**config.mk**
```make
export PLATFORM = sky130hd
export DESIGN_NAME = matrix_operand_loader_flat
export DESIGN_NICKNAME = d
export VERILOG_FILES = /design/src/rtl/matrix_operand_loader_if.sv /design/src/rtl/matrix_operand_loader.sv /design/src/flat_wrapper.sv
export SDC_FILE = /design/constraint.sdc
export NUM_CORES = 1
export LEC_CHECK = 0
export BUFFER_PORTS_ARGS = -buffer_cell sky130_fd_sc_hd__buf_4
export CAP_MARGIN = 0
export CELL_PAD_IN_SITES_DETAIL_PLACEMENT = 1
export CELL_PAD_IN_SITES_GLOBAL_PLACEMENT = 2
export CORE_MARGIN = 3
export CORE_UTILIZATION = 35
export CTS_CLUSTER_SIZE = 12
export DETAILED_ROUTE_END_ITERATION = 10
export GPL_TIMING_DRIVEN = 0
export PLACE_DENSITY_LB_ADDON = 0.05
export SETUP_SLACK_MARGIN = 0.02
export SYNTH_ARGS = -nofsm -noshare
export SYNTH_HDL_FRONTEND = slang
export SYNTH_SLANG_ARGS = --single-unit
```
**constraint.sdc**
```tcl
create_clock -name clk -period 2 [get_ports clk]
set_input_delay 0.2 -clock clk [delete_from_list [all_inputs] [get_ports clk]]
set_output_delay 0.2 -clock clk [all_outputs]
set_load 0.03 [all_outputs]
```
**src/rtl/matrix_operand_loader_if.sv**
```systemverilog
// Element stream in, packed 4x4 operand out, between the loader and its neighbours.
// The slave view belongs to the loader; the master view belongs to whatever drives it.
interface matrix_operand_loader_if;
  logic [15:0]  elemIn;
  logic         elemValid;
  logic         elemReady;
  logic [255:0] matOut;
  logic         matValid;
  logic         matSel;
  logic         matReady;

  modport slave (
    input  elemIn, elemValid, matReady,
    output elemReady, matOut, matValid, matSel
  );

  modport master (
    output elemIn, elemValid, matReady,
    input  elemReady, matOut, matValid, matSel
  );
endinterface

```
**src/rtl/matrix_operand_loader.sv**
```systemverilog
// Packs a row-major stream of 16-bit elements into double-buffered 4x4 operands A and B
// and presents them alternately (A, B, A, B, ...) to the matrix multiplier.
module matrix_operand_loader (
  input  logic                     clk,
  input  logic                     resetN,
  input  logic                     flush,
  matrix_operand_loader_if.slave   bus
);

  logic [4:0]   elemCnt;
  logic         aFull;
  logic         bFull;
  logic         sendSel;
  logic [255:0] packA;
  logic [255:0] packB;
  logic         accept;
  logic         transfer;

  // elemCnt[4] selects the buffer being filled; ready depends only on that buffer's flag.
  assign bus.elemReady = elemCnt[4] ? !bFull : !aFull;
  assign accept        = bus.elemValid & bus.elemReady;

  assign bus.matValid  = sendSel ? bFull : aFull;
  assign bus.matSel    = sendSel;
  assign bus.matOut    = sendSel ? packB : packA;
  assign transfer      = bus.matValid & bus.matReady;

  genvar gi;
  generate
    for (gi = 0; gi < 16; gi++) begin : gSlot
      logic [15:0] slotA;
      logic [15:0] slotB;
      logic        slotHit;

      assign slotHit = accept && !flush && (elemCnt[3:0] == 4'(gi));

      always_ff @(posedge clk or negedge resetN) begin
        if (!resetN) begin
          slotA <= '0;
          slotB <= '0;
        end else if (slotHit) begin
          if (elemCnt[4]) slotB <= bus.elemIn;
          else            slotA <= bus.elemIn;
        end
      end

      assign packA[16*gi +: 16] = slotA;
      assign packB[16*gi +: 16] = slotB;
    end
  endgenerate

  // A set and a clear never hit the same flag in one cycle: set needs !full, clear needs full.
  always_ff @(posedge clk or negedge resetN) begin
    if (!resetN) begin
      elemCnt <= '0;
      aFull   <= 1'b0;
      bFull   <= 1'b0;
      sendSel <= 1'b0;
    end else if (flush) begin
      elemCnt <= '0;
      aFull   <= 1'b0;
      bFull   <= 1'b0;
      sendSel <= 1'b0;
    end else begin
      if (accept) begin
        elemCnt <= elemCnt + 5'd1;
        if (elemCnt == 5'd15) aFull <= 1'b1;
        if (elemCnt == 5'd31) bFull <= 1'b1;
      end
      if (transfer) begin
        if (sendSel) bFull <= 1'b0;
        else         aFull <= 1'b0;
        sendSel <= !sendSel;
      end
    end
  end

endmodule
```
**src/flat_wrapper.sv**
```systemverilog
// flat-port wrapper written by rule: the top's interface ports become plain ports
module matrix_operand_loader_flat 
  (clk, resetN, flush, bus_elemIn, bus_elemValid, bus_matReady, bus_elemReady, bus_matOut, bus_matValid, bus_matSel);
  matrix_operand_loader_if bus_i ();
  input  logic clk;
  input  logic resetN;
  input  logic flush;
  input wire logic [$bits(bus_i.elemIn)-1:0] bus_elemIn;
  input wire logic [$bits(bus_i.elemValid)-1:0] bus_elemValid;
  input wire logic [$bits(bus_i.matReady)-1:0] bus_matReady;
  output wire logic [$bits(bus_i.elemReady)-1:0] bus_elemReady;
  output wire logic [$bits(bus_i.matOut)-1:0] bus_matOut;
  output wire logic [$bits(bus_i.matValid)-1:0] bus_matValid;
  output wire logic [$bits(bus_i.matSel)-1:0] bus_matSel;
  assign bus_i.elemIn = bus_elemIn;
  assign bus_i.elemValid = bus_elemValid;
  assign bus_i.matReady = bus_matReady;
  assign bus_elemReady = bus_i.elemReady;
  assign bus_matOut = bus_i.matOut;
  assign bus_matValid = bus_i.matValid;
  assign bus_matSel = bus_i.matSel;
  matrix_operand_loader u_core (.clk(clk), .resetN(resetN), .flush(flush), .bus(bus_i));
endmodule
```
==> results.json, run 1 <==
{
  "status": "complete, but fails checks",
  "violations": "negative setup slack",
  "worst-setup-path-type": "reg2out",
  "ys_seq_area_share_pct": 56.1,
  "rsz0062_at_grt": "yes",
  "power.leakage_uw": 0.0160,
  "placed_cells": 2637,
  "wl_per_cell_microns": 25.9,
  "arrival_ns": 2.16,
  "dieArea_sq_mm": 0.0694,
  "start_util_pct": 35.7,
  "ir_worst_vdd_mv": 0.664,
  "overflow": 0,
  "fmax_mhz": 425,
  "final_cells": 2935,
  "synthSimpleGateAreaFrac_pct": 2.88,
  "dp_slack_ns": -1.05,
  "grt_pass1_wl_mm": 105,
  "cts_made_buffers": 59,
  "viasPerCell": 4.97,
  "yosys_warnings": 0,
  "drt_iter0_drc": 573,
  "drive_above_1_share_pct": 68.9,
  "insertion_delay_ns": 0.62,
  "rows": 93,
  "grt_max_degree": 121,
  "synth-seq-cells": 520,
  "vias": 14584,
  "drtAntennaViolNets": 0,
  "hpwl_mm": 49.1,
  "synthFlopType": "dfrtp_1",
  "fin_ws_ns": -0.355,
  "synthesis.instances": 1498,
  "synthAdderAreaFrac_pct": 0.324,
  "io_buffers": 279,
  "hold_viol": 0,
  "antenna_cells": 0,
  "setup.worst_path.start_class": "flop",
  "drc": 0,
  "min_period_over_period_pct": 118,
  "period_needed_ns": 2.36,
  "fin_area_sq_mm": 0.0327,
  "cts_sinks": 520,
  "clockBufferDepth": 3,
  "firstDrtPassIters": 4,
  "layout_common_cells": "mux2_2 (542), dfrtp_1 (519), buf_4 (336)",
  "ys_types": 36,
  "ctsRootBufferMaster": "clkbuf_16",
  "coreArea_sq_mm": 0.0650,
  "async_flop_share_pct": 100,
  "dieHeight_microns": 263,
  "synthMuxAreaShare_pct": 37.6,
  "synth.avg_cell_area_sq_um": 15.5,
  "io_pins": 280,
  "cts-htree-levels": 2,
  "synth_top_family_by_area": "multiplexers",
  "grt_pass1_vias": 15648,
  "fin_skew_ns": 0.0301,
  "dpl_cell_area_sq_mm": 0.0271,
  "critPathCaptureType": "output pin",
  "area_delta_synth_final_pct": 40.9,
  "nFillCells": 6257,
  "die_x_microns": 263,
  "total_power_uw": 25700,
  "max_stage_delay_ns": 0.40,
  "routabilityCongestion": 0.744,
  "tightest_slew_ns": 0.878,
  "fin_nets": 2061,
  "synth_edf_count": 0,
  "crit_chain": "clkbuf_16 > buf_6 > buf_8 > mux2_2 > buf_4",
  "cts_tree": "yes",
  "relSlewSlack_pct": 41.5,
  "slowest_stage": "mux2_2",
  "antenna_found_initial": 0,
  "syn_area_sq_mm": 0.0232,
  "maxCapViolations": 0,
  "cp_max_fo": 10,
  "drt_wl_total_mm": 76.1,
  "cp.required_ns": 1.80,
  "clk_pin_slew_ns": 0.06,
  "setup_violations": 751,
  "layout_commonest_cell": "mux2_2",
  "grt_usage_pct": 20.2,
  "synth_compound_area_share_pct": 0.345,
  "power.density_mw_per_mm2": 788,
  "syn_nets": 1525,
  "synthXorXnorAreaFrac_pct": 0,
  "finalMaxSlewViolations": 0,
  "hp-class": "in2reg"
}
==> timing repair <==
item,in CTS,in global routing
setup buffers,23,121
gates resized for setup,119,253
endpoints found under the hold margin,108,0
cloned,1,28
setup endpoints to repair,773,868
pin swaps,15,25
hold buffers,19,0
==> Yosys cell counts (4+ instances only) <==
cell type	count	area share, %
buf_4	29	0.94
nor3_4	25	1.8
buf_6	4	0.19
clkbuf_1	65	1.1
mux2_4	10	0.65
buf_2	12	0.26
buf_1	16	0.26
mux2_2	758	37
a21oi_1	5	0.11
ha_1	6	0.32
inv_1	5	0.081
dfrtp_1	520	56
==> worst paths after layout <==
check / from / slack [ns] / cells past startpoint / endpoint
setup / recovery: u_core.bus.matSel$_DFFE_PN0P_ / -0.36 / 5 / bus_matOut[101]
hold / removal: flush / 0.03 / 3 / u_core.elemCnt[0]$_DFFE_PN0P_
setup reg to reg: u_core.elemCnt[2]$_DFFE_PN0P_ / -0.31 / 8 / u_core.gSlot[11].slotA[9]$_DFFE_PN0P_
hold reg to reg: u_core.gSlot[7].slotB[3]$_DFFE_PN0P_ / 0.50 / 1 / u_core.gSlot[7].slotB[3]$_DFFE_PN0P_
max in group asynchronous: resetN / 0.25 / 5 / u_core.gSlot[12].slotB[13]$_DFFE_PN0P_
min in group asynchronous: resetN / 0.12 / 2 / u_core.gSlot[8].slotB[9]$_DFFE_PN0P_
==> per-layer routing <==
| metal | vias up | part of all wire, % | track usage, % |
|---|---|---|---|
| li1 | 6437 | - | - |
| met1 | 7838 | 45 | 26.8 |
| met2 | 232 | 50 | 35.0 |
| met3 | 77 | 3.6 | 3.45 |
| met4 | 0 | 1.8 | 4.10 |
| met5 | - | 0 | 0 |
==> sequential cells by signal, indices dropped and copies added (netlist names) <==
signal              flops
u_core.gSlot.slotA    256
u_core.gSlot.slotB    256
u_core.elemCnt          5
u_core.aFull            1
u_core.bFull            1
u_core.bus.matSel       1
==> cell families (layout without fill, tap and decap cells) <==
kind of cell | Yosys count | after routing
mux | 770 | 770
compound gates | 13 | 13
flops | 520 | 520
fa+ha+maj | 6 | 6
simple gates | 58 | 58
buf+inv | 131 | 713
==> through the flow <==
stage,utilization [%],hold WS (ns),TNS [ns]
2_1_floorplan,-,-0.0956,-11.19
3_3_place_gp,41.4,0.483,-2872.52
3_5_place_dp,41.7,0.173,-364.80
4_1_cts,46.1,0.00162,-200.30
5_1_grt,50.2,0.0593,-196.74
6_report,50.2,0.0271,-152.88
==> power breakdown <==
group	switching (uW)	internal, uW
Sequential	315	11100
Combinational	1930	1600
Clock	4460	6350
Total	6710	19000
==> area by class of cell <==
cell class                      instances  area, sq um  share of cell area, %
Timing Repair Buffer                  476         4710                   14.4
Clock buffer                           96         1800                   5.50
Sequential cell                       520        13000                   39.8
Clock inverter                         11          128                  0.390
Inverter                                5         22.5                 0.0689
Tap cell                              855         1070                   3.27
Buffer                                125         1530                   4.67
Multi-Input combinational cell        847        10400                   31.9
==> critical path: cells and delay by family, from the launching register on <==
kind     cells  cell delay, ns
buf+inv      4            0.72
flops        1            0.38
mux          1            0.40
Power figures use the tool's default switching activity.
==> run 2: changes to the inputs <==
--- a/config.mk
+++ b/config.mk
@@ -14,7 +14,7 @@
 export CTS_CLUSTER_SIZE = 12
 export DETAILED_ROUTE_END_ITERATION = 10
 export GPL_TIMING_DRIVEN = 0
-export PLACE_DENSITY_LB_ADDON = 0.05
+export PLACE_DENSITY_LB_ADDON = 0.1
 export SETUP_SLACK_MARGIN = 0.02
 export SYNTH_ARGS = -nofsm -noshare
 export SYNTH_HDL_FRONTEND = slang
==> run 2 against run 1 <==
  * Global-route usage up 0.26 points
  * The run still ends with negative setup slack left
  * Die area unchanged
  * Clock skew shrank 0.0054 ns
  * Clock power about the same
  * First-iteration DRC count rose by 14%
  * Sequential share of layout area shrank 4.0 points
  * Total power grew 3.1%
  * Combinational power increased by 13%
==> results.json, run 2 (same netlist as run 1, synthesis figures left out) <==
{
  "critPathCaptureType": "output pin",
  "drtAntennaViolNets": 0,
  "drt_iter0_drc": 651,
  "setup_violations": 712,
  "rr_endpoint": "u_core.gSlot[0].slotA[10]$_DFFE_PN0P_",
  "layout_commonest_cell": "mux2_4",
  "crit_chain": "clkbuf_16 > clkbuf_16 > clkbuf_16 > mux2_2 > buf_4",
  "combPwrFrac_pct": 15.0,
  "overflow": 0,
  "rows": 93,
  "hpwl_mm": 49.2,
  "r2r_cells": 8,
  "drc": 0,
  "cts_sinks": 520,
  "ir_worst_vdd_mv": 0.684,
  "start_util_pct": 35.7,
  "drt_wl_total_mm": 85.0,
  "period_needed_ns": 2.35,
  "die_x_microns": 263,
  "coreArea_sq_mm": 0.0650,
  "power.leakage_uw": 0.0172,
  "cp_max_fo": 10,
  "power_switching_uw": 6940,
  "vias": 15298,
  "insertion_delay_ns": 0.62,
  "dieArea_sq_mm": 0.0694,
  "setup.worst_path.start_class": "flop",
  "firstDrtPassIters": 7,
  "layout_common_cells": "mux2_4 (593), dfrtp_1 (516), buf_6 (312)",
  "routabilityCongestion": 0.731,
  "hold_depth": 3,
  "ctsRootBufferMaster": "clkbuf_16",
  "grt_max_degree": 119,
  "drive_above_1_share_pct": 70.6,
  "crit_top_cell": "clkbuf_16",
  "status": "complete, but fails checks",
  "power.density_mw_per_mm2": 730,
  "slowest_stage": "dfrtp_2",
  "hp-class": "in2reg",
  "io_pins": 280,
  "arrival_ns": 2.15,
  "pwr-share-seq_pct": 43.1,
  "clockPowerShare_pct": 41.9,
  "fin_ws_ns": -0.347,
  "max_stage_delay_ns": 0.42,
  "dieHeight_microns": 263,
  "hold_slack_ns": 0.0945,
  "crit_family": "buffers and inverters",
  "cts_tree": "yes",
  "hold_viol": 0,
  "rsz0062_at_grt": "yes",
  "r2r-start": "u_core.elemCnt[4]$_DFFE_PN0P_",
  "cp.required_ns": 1.80,
  "clk_pin_slew_ns": 0.06,
  "violations": "negative setup slack",
  "r2r_setup_slack_ns": -0.26,
  "clockBufferDepth": 3,
  "critPathBufInv": 4,
  "area_delta_synth_final_pct": 56.8,
  "tightest_slew_ns": 1.02,
  "hp-start": "flush",
  "viasPerCell": 5.10,
  "reg_top3": "u_core.gSlot.slotA x256, u_core.gSlot.slotB x256, u_core.elemCnt x5",
  "antenna_found_initial": 1,
  "cts-htree-levels": 2,
  "hold_end": "u_core.elemCnt[3]$_DFFE_PN0P_",
  "fin_skew_ns": 0.0247,
  "p_sw_share_pct": 26.1,
  "nFillCells": 5915,
  "grt_pass1_wl_mm": 107,
  "relSlewSlack_pct": 32.2,
  "min_period_over_period_pct": 117,
  "total_power_uw": 26500,
  "worst-setup-path-type": "reg2out",
  "fmax_mhz": 426,
  "wl_per_cell_microns": 28.3,
  "grt_pass1_vias": 15877,
  "finalMaxSlewViolations": 0,
  "io_buffers": 279,
  "grt_usage_pct": 20.5,
  "cts_made_buffers": 59,
  "p_int_uw": 19600,
  "maxCapViolations": 0,
  "fin_nets": 2126
}
run 2: cell types whose count changed in the layout (fill, tap and decap cells not counted), moves of 5 or more:
| cell | before | now |
|---|---|---|
| buf_8 | 14 | 30 |
| mux2_4 | 228 | 593 |
| buf_4 | 336 | 108 |
| mux2_2 | 542 | 177 |
| buf_12 | 55 | 72 |
| clkinv_2 | 4 | 10 |
| clkbuf_16 | 98 | 124 |
| clkbuf_1 | 53 | 43 |
| clkbuf_8 | 16 | 21 |
| buf_6 | 77 | 312 |
run 2: metrics by stage:
step           instance area [sq um]  TNS (ns)  setup slack, ns  utilization, %  instances
3_3_place_gp                   26900  -2831.39            -4.93            41.4       2632
5_1_grt                        36300   -171.58           -0.403            55.9       3001
3_5_place_dp                   27100   -344.70           -0.945            41.6       2636
6_report                       36400   -137.88           -0.347            55.9       3002
4_1_cts                        30600   -179.49           -0.375            47.1       2800
2_1_floorplan                  23800    -11.19           -0.120               -       1498
run 2: layout make-up:
class / instances / area, sq um / area share, %
clock buffer: 91 / 1810 / 4.97
buffer: 125 / 1760 / 4.84
multi-input combinational: 847 / 11800 / 32.5
antenna: 2 / 5.00 / 0.0138
clock inverter: 16 / 181 / 0.499
inverter: 5 / 22.5 / 0.0620
timing repair buffer: 541 / 6660 / 18.3
tap: 855 / 1070 / 2.94
sequential: 520 / 13000 / 35.8
run 2: what timing repair did:
item / CTS / global route
hold buffers: 21 / 0
hold endpoints to repair: 124 / 0
setup buffers: 34 / 146
gates resized for setup: 209 / 864
pin swaps: 16 / 26
cloned: 2 / 55
endpoints found under the setup margin: 773 / 888
run 2: how the worst max path moves through the flow:
stage | from | end | slack [ns] | cells past startpoint
detailed placement | flush | u_core.gSlot[14].slotA[14]$_DFFE_PN0P_ | -0.94 | 6
floorplan | u_core.elemCnt[1]$_DFFE_PN0P_ | u_core.gSlot[13].slotA[10]$_DFFE_PN0P_ | -0.12 | 6
CTS | u_core.bus.matSel$_DFFE_PN0P_ | bus_matOut[43] | -0.38 | 5
finish | u_core.bus.matSel$_DFFE_PN0P_ | bus_matOut[30] | -0.35 | 5
global placement | resetN | u_core.gSlot[12].slotA[9]$_DFFE_PN0P_ | -4.93 | 1
global route | u_core.bus.matSel$_DFFE_PN0P_ | bus_matOut[30] | -0.40 | 5
run 2: layer usage:
metal	routed length [microns]	up-vias	track usage (%)
met5	0	-	0
met4	1620	0	5.62
met3	2920	95	3.36
met2	41800	265	34.9
met1	38700	8371	27.0
li1	-	6567	-
run 2: worst register-to-register path, cell delays in order (launching register included):
cell and delay [ns]:
dfrtp_2 0.48, mux2_4 0.37, buf_12 0.16, buf_16 0.16, buf_8 0.13, nor3_4 0.23, buf_12 0.17, clkbuf_16 0.16
mux2_4 0.29
run 2: power groups by stage:
stage / logic, uW / registers (uW) / clock network, uW
after floorplan: 1890 / 11500 / 0
after global placement: 3160 / 11500 / 0
after detailed placement: 3240 / 11600 / 0
after CTS: 3450 / 11400 / 11400
after global routing: 4180 / 11500 / 11900
final: 3990 / 11400 / 11100
